$ cat config.mk
export PLATFORM = sky130hd
export DESIGN_NAME = i2c_master_txn_seq_flat
export DESIGN_NICKNAME = d
export VERILOG_FILES = /design/src/rtl/i2c_master_txn_seq_if.sv /design/src/rtl/i2c_master_txn_seq.sv /design/src/flat_wrapper.sv
export SDC_FILE = /design/constraint.sdc
export NUM_CORES = 1
export LEC_CHECK = 0
export CORE_AREA = 2 2 90 92
export DETAILED_ROUTE_END_ITERATION = 16
export DIE_AREA = 0 0 92 94
export SETUP_SLACK_MARGIN = 0.2
export SLEW_MARGIN = 40
export SYNTH_ARGS = -nofsm -noshare
export SYNTH_HDL_FRONTEND = slang
export SYNTH_SLANG_ARGS = --single-unit
$ cat constraint.sdc
create_clock -name clk -period 4.8 [get_ports clk]
set_clock_uncertainty 0.15 [all_clocks]
set_input_delay 1.44 -clock clk [delete_from_list [all_inputs] [get_ports clk]]
set_output_delay 1.44 -clock clk [all_outputs]
set_load 0.01 [all_outputs]
$ cat src/rtl/i2c_master_txn_seq_if.sv
// Host-request / byte-controller bundle for the I2C transaction sequencer.
// master = sequencer side, slave = host + byte controller side.
interface i2c_master_txn_seq_if;
   logic       req;
   logic       req_rw;
   logic [6:0] req_dev;
   logic [7:0] req_reg;
   logic [7:0] req_wdata;
   logic       busy;
   logic       done;
   logic [1:0] status;
   logic [7:0] rd_data;
   logic       cmd_start;
   logic       cmd_stop;
   logic       cmd_read;
   logic       cmd_write;
   logic       cmd_txack;
   logic [7:0] tx_byte;
   logic       cmd_done;
   logic       cmd_rxack;
   logic       cmd_al;
   logic [7:0] rx_byte;

   modport master (
      input  req, req_rw, req_dev, req_reg, req_wdata,
      input  cmd_done, cmd_rxack, cmd_al, rx_byte,
      output busy, done, status, rd_data,
      output cmd_start, cmd_stop, cmd_read, cmd_write, cmd_txack, tx_byte
   );

   modport slave (
      output req, req_rw, req_dev, req_reg, req_wdata,
      output cmd_done, cmd_rxack, cmd_al, rx_byte,
      input  busy, done, status, rd_data,
      input  cmd_start, cmd_stop, cmd_read, cmd_write, cmd_txack, tx_byte
   );
endinterface

$ cat src/rtl/i2c_master_txn_seq.sv
// Single-register I2C write/read sequencer driving the byte controller.
// Optional per-command watchdog enabled by defining I2C_SEQ_TIMEOUT_EN.
module i2c_master_txn_seq #(
   parameter int TIMEOUT_W = 16,
   parameter int NBITS     = 4
) (
   input logic                  clk,
   input logic                  rst_n,
   i2c_master_txn_seq_if.master bus
);
   typedef enum logic [NBITS-1:0] {
      S_IDLE, S_DEV_W, S_REG, S_WDATA, S_RSTART, S_RDATA, S_ERR_STOP, S_FIN
   } state_t;

   localparam logic [1:0] ST_OK   = 2'b00;
   localparam logic [1:0] ST_NACK = 2'b01;
   localparam logic [1:0] ST_AL   = 2'b10;
`ifdef I2C_SEQ_TIMEOUT_EN
   localparam logic [1:0] ST_TO   = 2'b11;
`endif

   state_t     state_q, state_d;
   logic       issued_q, issued_d;
   logic       rw_q, rw_d;
   logic [6:0] dev_q, dev_d;
   logic [7:0] reg_q, reg_d;
   logic [7:0] wdata_q, wdata_d;
   logic       busy_q, busy_d;
   logic       done_q, done_d;
   logic [1:0] status_q, status_d;
   logic [7:0] rd_data_q, rd_data_d;
   logic       start_q, start_d, stop_q, stop_d, read_q, read_d;
   logic       write_q, write_d, txack_q, txack_d;
   logic [7:0] tx_byte_q, tx_byte_d;
   logic       go_fin, clr_cmd;
`ifdef I2C_SEQ_TIMEOUT_EN
   logic [TIMEOUT_W-1:0] cnt_q, cnt_d;
`endif

   // Each active state takes one cycle to issue its command (issued_q=0),
   // then waits for cmd_done; this yields the idle gap between commands.
   always_comb begin
      state_d   = state_q;
      issued_d  = issued_q;
      rw_d      = rw_q;
      dev_d     = dev_q;
      reg_d     = reg_q;
      wdata_d   = wdata_q;
      busy_d    = busy_q;
      done_d    = 1'b0;
      status_d  = status_q;
      rd_data_d = rd_data_q;
      start_d   = start_q;
      stop_d    = stop_q;
      read_d    = read_q;
      write_d   = write_q;
      txack_d   = txack_q;
      tx_byte_d = tx_byte_q;
      go_fin    = 1'b0;
      clr_cmd   = 1'b0;
`ifdef I2C_SEQ_TIMEOUT_EN
      cnt_d     = cnt_q;
`endif
      case (state_q)
         S_IDLE: if (bus.req) begin
            rw_d     = bus.req_rw;
            dev_d    = bus.req_dev;
            reg_d    = bus.req_reg;
            wdata_d  = bus.req_wdata;
            status_d = ST_OK;
            busy_d   = 1'b1;
            issued_d = 1'b0;
            state_d  = S_DEV_W;
         end
         S_FIN: state_d = S_IDLE;
         S_DEV_W, S_REG, S_WDATA, S_RSTART, S_RDATA, S_ERR_STOP: begin
            if (bus.cmd_al) begin
               // Bus lost: no STOP may be driven.
               clr_cmd  = 1'b1;
               status_d = ST_AL;
               go_fin   = 1'b1;
            end else if (!issued_q) begin
               issued_d = 1'b1;
`ifdef I2C_SEQ_TIMEOUT_EN
               cnt_d    = '0;
`endif
               case (state_q)
                  S_DEV_W:    begin start_d = 1'b1; write_d = 1'b1; tx_byte_d = {dev_q, 1'b0}; end
                  S_REG:      begin write_d = 1'b1; tx_byte_d = reg_q; end
                  S_WDATA:    begin write_d = 1'b1; stop_d = 1'b1; tx_byte_d = wdata_q; end
                  S_RSTART:   begin start_d = 1'b1; write_d = 1'b1; tx_byte_d = {dev_q, 1'b1}; end
                  S_RDATA:    begin read_d = 1'b1; stop_d = 1'b1; txack_d = 1'b1; end
                  S_ERR_STOP: stop_d = 1'b1;
                  default:    ;
               endcase
            end else if (bus.cmd_done) begin
               clr_cmd  = 1'b1;
               issued_d = 1'b0;
               case (state_q)
                  S_DEV_W:  state_d = bus.cmd_rxack ? S_ERR_STOP : S_REG;
                  S_REG:    state_d = bus.cmd_rxack ? S_ERR_STOP : (rw_q ? S_RSTART : S_WDATA);
                  S_WDATA:  begin status_d = bus.cmd_rxack ? ST_NACK : ST_OK; go_fin = 1'b1; end
                  S_RSTART: state_d = bus.cmd_rxack ? S_ERR_STOP : S_RDATA;
                  S_RDATA:  begin rd_data_d = bus.rx_byte; status_d = ST_OK; go_fin = 1'b1; end
                  S_ERR_STOP: begin status_d = ST_NACK; go_fin = 1'b1; end
                  default:  ;
               endcase
            end
`ifdef I2C_SEQ_TIMEOUT_EN
            else if (&cnt_q) begin
               clr_cmd  = 1'b1;
               status_d = ST_TO;
               go_fin   = 1'b1;
            end else begin
               // Leaving on all-ones means the counter can never wrap.
               cnt_d = cnt_q + 1'b1;
            end
`endif
         end
         default: state_d = S_IDLE;
      endcase
      if (clr_cmd) begin
         start_d = 1'b0;
         stop_d  = 1'b0;
         read_d  = 1'b0;
         write_d = 1'b0;
         txack_d = 1'b0;
      end
      if (go_fin) begin
         state_d  = S_FIN;
         done_d   = 1'b1;
         busy_d   = 1'b0;
         issued_d = 1'b0;
      end
   end

   always_ff @(posedge clk or negedge rst_n) begin
      if (!rst_n) begin
         state_q   <= S_IDLE;
         issued_q  <= 1'b0;
         rw_q      <= 1'b0;
         dev_q     <= '0;
         reg_q     <= '0;
         wdata_q   <= '0;
         busy_q    <= 1'b0;
         done_q    <= 1'b0;
         status_q  <= '0;
         rd_data_q <= '0;
         start_q   <= 1'b0;
         stop_q    <= 1'b0;
         read_q    <= 1'b0;
         write_q   <= 1'b0;
         txack_q   <= 1'b0;
         tx_byte_q <= '0;
`ifdef I2C_SEQ_TIMEOUT_EN
         cnt_q     <= '0;
`endif
      end else begin
         state_q   <= state_d;
         issued_q  <= issued_d;
         rw_q      <= rw_d;
         dev_q     <= dev_d;
         reg_q     <= reg_d;
         wdata_q   <= wdata_d;
         busy_q    <= busy_d;
         done_q    <= done_d;
         status_q  <= status_d;
         rd_data_q <= rd_data_d;
         start_q   <= start_d;
         stop_q    <= stop_d;
         read_q    <= read_d;
         write_q   <= write_d;
         txack_q   <= txack_d;
         tx_byte_q <= tx_byte_d;
`ifdef I2C_SEQ_TIMEOUT_EN
         cnt_q     <= cnt_d;
`endif
      end
   end

   assign bus.busy      = busy_q;
   assign bus.done      = done_q;
   assign bus.status    = status_q;
   assign bus.rd_data   = rd_data_q;
   assign bus.cmd_start = start_q;
   assign bus.cmd_stop  = stop_q;
   assign bus.cmd_read  = read_q;
   assign bus.cmd_write = write_q;
   assign bus.cmd_txack = txack_q;
   assign bus.tx_byte   = tx_byte_q;
endmodule

$ cat src/flat_wrapper.sv
// flat-port wrapper written by rule: the top's interface ports become plain ports
module i2c_master_txn_seq_flat 
#(
   parameter int TIMEOUT_W = 16,
   parameter int NBITS     = 4
)
  (clk, rst_n, bus_req, bus_req_rw, bus_req_dev, bus_req_reg, bus_req_wdata, bus_cmd_done, bus_cmd_rxack, bus_cmd_al, bus_rx_byte, bus_busy, bus_done, bus_status, bus_rd_data, bus_cmd_start, bus_cmd_stop, bus_cmd_read, bus_cmd_write, bus_cmd_txack, bus_tx_byte);
  i2c_master_txn_seq_if bus_i ();
  input logic clk;
  input logic rst_n;
  input wire logic [$bits(bus_i.req)-1:0] bus_req;
  input wire logic [$bits(bus_i.req_rw)-1:0] bus_req_rw;
  input wire logic [$bits(bus_i.req_dev)-1:0] bus_req_dev;
  input wire logic [$bits(bus_i.req_reg)-1:0] bus_req_reg;
  input wire logic [$bits(bus_i.req_wdata)-1:0] bus_req_wdata;
  input wire logic [$bits(bus_i.cmd_done)-1:0] bus_cmd_done;
  input wire logic [$bits(bus_i.cmd_rxack)-1:0] bus_cmd_rxack;
  input wire logic [$bits(bus_i.cmd_al)-1:0] bus_cmd_al;
  input wire logic [$bits(bus_i.rx_byte)-1:0] bus_rx_byte;
  output wire logic [$bits(bus_i.busy)-1:0] bus_busy;
  output wire logic [$bits(bus_i.done)-1:0] bus_done;
  output wire logic [$bits(bus_i.status)-1:0] bus_status;
  output wire logic [$bits(bus_i.rd_data)-1:0] bus_rd_data;
  output wire logic [$bits(bus_i.cmd_start)-1:0] bus_cmd_start;
  output wire logic [$bits(bus_i.cmd_stop)-1:0] bus_cmd_stop;
  output wire logic [$bits(bus_i.cmd_read)-1:0] bus_cmd_read;
  output wire logic [$bits(bus_i.cmd_write)-1:0] bus_cmd_write;
  output wire logic [$bits(bus_i.cmd_txack)-1:0] bus_cmd_txack;
  output wire logic [$bits(bus_i.tx_byte)-1:0] bus_tx_byte;
  assign bus_i.req = bus_req;
  assign bus_i.req_rw = bus_req_rw;
  assign bus_i.req_dev = bus_req_dev;
  assign bus_i.req_reg = bus_req_reg;
  assign bus_i.req_wdata = bus_req_wdata;
  assign bus_i.cmd_done = bus_cmd_done;
  assign bus_i.cmd_rxack = bus_cmd_rxack;
  assign bus_i.cmd_al = bus_cmd_al;
  assign bus_i.rx_byte = bus_rx_byte;
  assign bus_busy = bus_i.busy;
  assign bus_done = bus_i.done;
  assign bus_status = bus_i.status;
  assign bus_rd_data = bus_i.rd_data;
  assign bus_cmd_start = bus_i.cmd_start;
  assign bus_cmd_stop = bus_i.cmd_stop;
  assign bus_cmd_read = bus_i.cmd_read;
  assign bus_cmd_write = bus_i.cmd_write;
  assign bus_cmd_txack = bus_i.cmd_txack;
  assign bus_tx_byte = bus_i.tx_byte;
  i2c_master_txn_seq #(.TIMEOUT_W(TIMEOUT_W), .NBITS(NBITS)) u_core (.clk(clk), .rst_n(rst_n), .bus(bus_i));
endmodule
Word level (Yosys, flattened, before mapping). Cells that the tools add are included.

Equal/unequal tests: 17. Multiplexer cells: 58. Bitwise operators: 2. Reductions and logical operators: 26.

Operator list (number): $mux W1 (39); $pmux W8 S4 (1); $mux W4 (6); $reduce_and A4 Y1 (5); $reduce_bool A2 Y1 (8); $reduce_and A5 Y1 (3); $eq A4 B3 Y1 const B (3); $ne A3 B2 Y1 const B (4); $pmux W4 S3 (1); $mux W2 (5); $eq A4 B2 Y1 const B (2); $pmux W4 S2 (1); $mux W3 (2); $pmux W2 S3 (1); $reduce_or A6 Y1 (1); $ne A5 B1 Y1 const B (1); $ne A5 B2 Y1 const B (1); $eq A4 B1 Y1 const B (1); $logic_not A4 Y1 (1); $ne A2 B2 Y1 const B (2); $pmux W2 S2 (1); $reduce_and A2 Y1 (2); $reduce_bool A4 Y1 (1); $reduce_or A4 Y1 (1); 9 further kinds (10).

Register bits after elaboration: 53. Input bits: 38.

Depth between registers and ports, before layout.
Depth after elaboration: 9. Mapped depth: 7. Gate-level depth less buffers: 4.

Worst setup path after synthesis. OpenSTA, ideal clock, no wires.

Kind: input-to-reg. Start: input bus_cmd_al. End: register u_core.state_q[1]. Setup time: 0.125 ns. Arrival time: 2.498 ns. Data required time: 4.525 ns. Setup slack: 2.027 ns. Stages on the path: 5. Buffers on the path: 1. Cell sequence: buf_2 > maj3_2 > o221ai_1 > o21ai_0 > mux2_4.

Cells in the longest elaborated chain, start to end: 4. Elaborated cells on any way between the ends: 9. Those cells by class: eq/ne: 5; mux: 3; reduce/logical: 1.

RTL lines: from (decl) (line flat_wrapper.sv:18) `input wire logic [$bits(bus_i.cmd_al)-1:0] bus_cmd_al;`; $mux W1 (line i2c_master_txn_seq.sv:77) `if (bus.cmd_al) begin`; $mux W1 (line i2c_master_txn_seq.sv:64) `case (state_q)`; $ne A5 B1 Y1 (no line), or another cell as far along; $reduce_and A5 Y1 (no line); to (signal assigned) (line i2c_master_txn_seq.sv:159) `state_q <= state_d;`; to (decl) (line i2c_master_txn_seq.sv:22) `state_t state_q, state_d;`.

Several ways; a longest one is shown, not always the timed one. A chain may end at the register's enable or synchronous reset.

Worst setup path in the final report. Same ends and word-level chain as after synthesis.

==> summary.txt <==
Status
  • Status: completed

Clock tree
  • Post-cts hold buffer count: 0
  • CTS tree: built
  • H-tree depth: 2
  • Clk Latency, worst-skew pair: 310 ps
  • Clock-pin slew on the worst setup and hold paths: 90 ps
  • PostCTS Resize Cnt: 0
  • CTS root buf: clkbuf_8
  • Bufs on Longest Clock Path: 2
  • Inserted Clock Buffers: 5
  • Post-CTS setup repair buffer count: 0
  • TritonCTS Sinks: 52

Place
  • Pre-CTS setup slack: 1377 ps
  • Dpl hpwl: 3504 um
  • DP Area: 3201 um2
  • Port Buffers: 62
  • GPL Wtd Cong: 0.8100

Detailed routing
  • First-pass DRT Iterations: 4
  • Via count of the routed design: 1,711
  • Routed WL: 4954 um
  • DRC Markers: 0
  • DR iter-0 viols: 70
  • Routed len/inst: 13.65 um
  • Final antenna-violating net count: 0
  • Vias per cell: 4.713

Worst setup path
  • Critical path class: in2reg
  • CP Max Fanout: 10
  • Top delay family on crit path: buffers and inverters
  • Data required, critical path: 4850 ps
  • CP endpoint kind: register
  • Worst path arrival time: 3130 ps
  • Slowest library cell on the worst path: clkdlybuf4s50_1
  • CP peak stage delay: 600 ps
  • Critical path startpoint category: input pin
  • Reg-to-Reg Start: u_core.state_q[0]$_DFFE_PN0P_
  • Critical path origin: bus_cmd_al
  • Buf+Inv Stages, Crit Path: 1
  • CP cell instances: clkdlybuf4s50_1, maj3_2, o221ai_1, o21ai_0, mux2_4

Hold path
  • Hold Path Origin: u_core.reg_q[2]$_DFFE_PN0P_
  • Hold Path Class: reg2reg

Floorplanning
  • Row cnt: 32
  • # IOs: 63
  • Die H: 94 um
  • Die Area: 8648 um2
  • Starting Density: 33.54%
  • Core Area: 7607 um2
  • Die X-Extent: 92 um

Timing
  • F_max: 0.3246 GHz
  • Part of the cycle the worst path needs: 64.18%
  • Final setup TNS: 0 ps
  • Final hold violations: 0
  • Final setup viols: 0
  • Slew Limit Fails: 0
  • Slew HR: 54.05%
  • Final hold slack: 341.3 ps
  • Worst slew pin tran: 689.2 ps
  • Final WS setup: 1719 ps
  • Tmin final: 3081 ps
  • RSZ-0062 raised after global routing: false

Synth
  • Post-Synthesis Cells: 204
  • Netlist cell types: 44
  • Post-synth ARST share: 100.0%
  • Mean Syn Cell Area: 12.51 um2
  • Synthesized cell area: 2551 um2
  • Yosys warning total: 0
  • Synthesized net count: 242
  • Yosys reg bits: 52
  • EDFF count, synth: 0
  • Primary FF master, synth: dfrtp_1
  • Sequential element share of the synthesized area: 51.01%

Finish
  • Number of fill cells: 751
  • # nets final: 298
  • N_diodes: 0
  • Area growth syn-to-layout: 30.85%
  • Layout cells sized above 1: 14.18%
  • Final Instance Area: 3338 um2

Global routing
  • Remaining Overflow, GRT: 0
  • Total track usage: 12.34%
  • Vias in the first global route: 1,813
  • Largest net degree at the start of global routing: 29
  • Initial antenna violation count: 0
  • First-pass GRT wire length: 8397 um

Job
  • Max Cap Violations: 0

Power
  • Leak: 1.479 nW
  • Pwr dens: 558.6 nW/um2
  • Final Total Pwr: 0.001865 W
  • VDD IR max: 196.4 uV
[cells in the mapped netlist, types with 2 or more instances]
master     n  area [um2]
a211oi_1   2       15.01
a21o_1     2       15.01
a21oi_1    9       45.04
a32o_1     2       20.02
and2_1     2       12.51
buf_2      7       35.03
buf_4      2       15.01
buf_6      5       56.30
dfrtp_1   52        1301
inv_1      9       33.78
maj3_2     2       22.52
mux2_1    19       214.0
mux2_2     5       56.30
mux2_4    12       180.2
mux2i_1   15       150.1
nand2_1    5       18.77
nor2_1    18       67.56
nor2_4     2       22.52
nor3_1     2       10.01
nor3b_1    2       15.01
o21ai_0    4       20.02
o21ai_1    2       10.01
o22a_1     2       17.52
or3_1      2       12.51
[stage by stage]
stage	utilization [%]	instances
floorplan	-	204
global placement	42.06	355
detailed placement	42.07	355
CTS	43.88	363
global route	43.88	363
finish	43.88	363
[worst paths after layout]
| kind | depth (start not counted) | slack (ps) | to |
|---|---|---|---|
| max in group asynchronous | 2 | 2770 | u_core.state_q[0]$_DFFE_PN0P_ |
| worst min-delay path | 1 | 340 | u_core.reg_q[2]$_DFFE_PN0P_ |
| worst max register to register | 4 | 2470 | u_core.reg_q[0]$_DFFE_PN0P_ |
| worst min register to register | 1 | 340 | u_core.reg_q[2]$_DFFE_PN0P_ |
| min in group asynchronous | 1 | 960 | u_core.reg_q[1]$_DFFE_PN0P_ |
| worst max-delay path | 5 | 1720 | u_core.state_q[1]$_DFFE_PN0P_ |
[report_power, final]
group | switching, W | internal, W
combinational | 0.000288 | 0.000429
clock | 0.000150 | 0.000210
sequential | 0.000173 | 0.000615
total | 0.000611 | 0.00125
[placed cells by master, fill, tap and decap left out, drive strengths merged, types with 3 or more instances in the layout]
cell and n:
a211oi 3, buf 3, nor2 20, dfrtp 52
clkdlybuf4s50 61, inv 10, clkbuf 5, a21oi 9
mux2i 15, nand2 5, mux2 36, o21ai 6
[routing by layer]
metal	routed length, um	vias up	global-route usage (%)
met4	76	0	4.104
li1	-	827	-
met5	0	-	0
met2	2198	51	19.55
met1	2319	826	15.65
met3	359	7	4.575
[flip-flops by register name, summed over array words and instances, names as in the netlist]
signal and cells:
u_core.dev_q 7, u_core.reg_q 8, u_core.bus.status 2, u_core.bus.cmd_stop 1, u_core.wdata_q 8, u_core.bus.cmd_start 1, u_core.bus.cmd_write 1, u_core.bus.rd_data 8
u_core.rw_q 1, u_core.bus.cmd_txack 1, u_core.bus.tx_byte 8, u_core.bus.busy 1, u_core.issued_q 1, u_core.bus.done 1, u_core.state_q 3
[area by class of cell]
| class | instances | area, um2 | area share, % |
|---|---|---|---|
| clock inverter | 3 | 68.82 | 2.061 |
| multi-input combinational | 128 | 1106 | 33.13 |
| sequential | 52 | 1303 | 39.02 |
| tap | 102 | 127.6 | 3.823 |
| clock buffer | 5 | 68.82 | 2.061 |
| timing repair buffer | 64 | 630.6 | 18.89 |
| inverter | 9 | 33.78 | 1.012 |
[kinds of logic (layout without fill, tap and decap cells)]
kind of cell	after synthesis	in the layout	share of synthesized area (%)
AO/OA/AOI/OAI	34	34	10.05
XOR/XNOR	1	1	0.3434
adder cells (fa/ha/maj)	2	2	0.8827
buffers and inverters	24	81	5.639
flip-flops	52	52	51.01
multiplexers	51	51	23.54
AND/OR/NAND/NOR	40	40	8.534
[worst register-to-register path, stage by stage (launching register included)]
cell     delay, ps
dfrtp_2        640
nor3_1         290
and2_1         430
buf_4          340
mux2_2         360
Power figures use the tool's default switching activity.
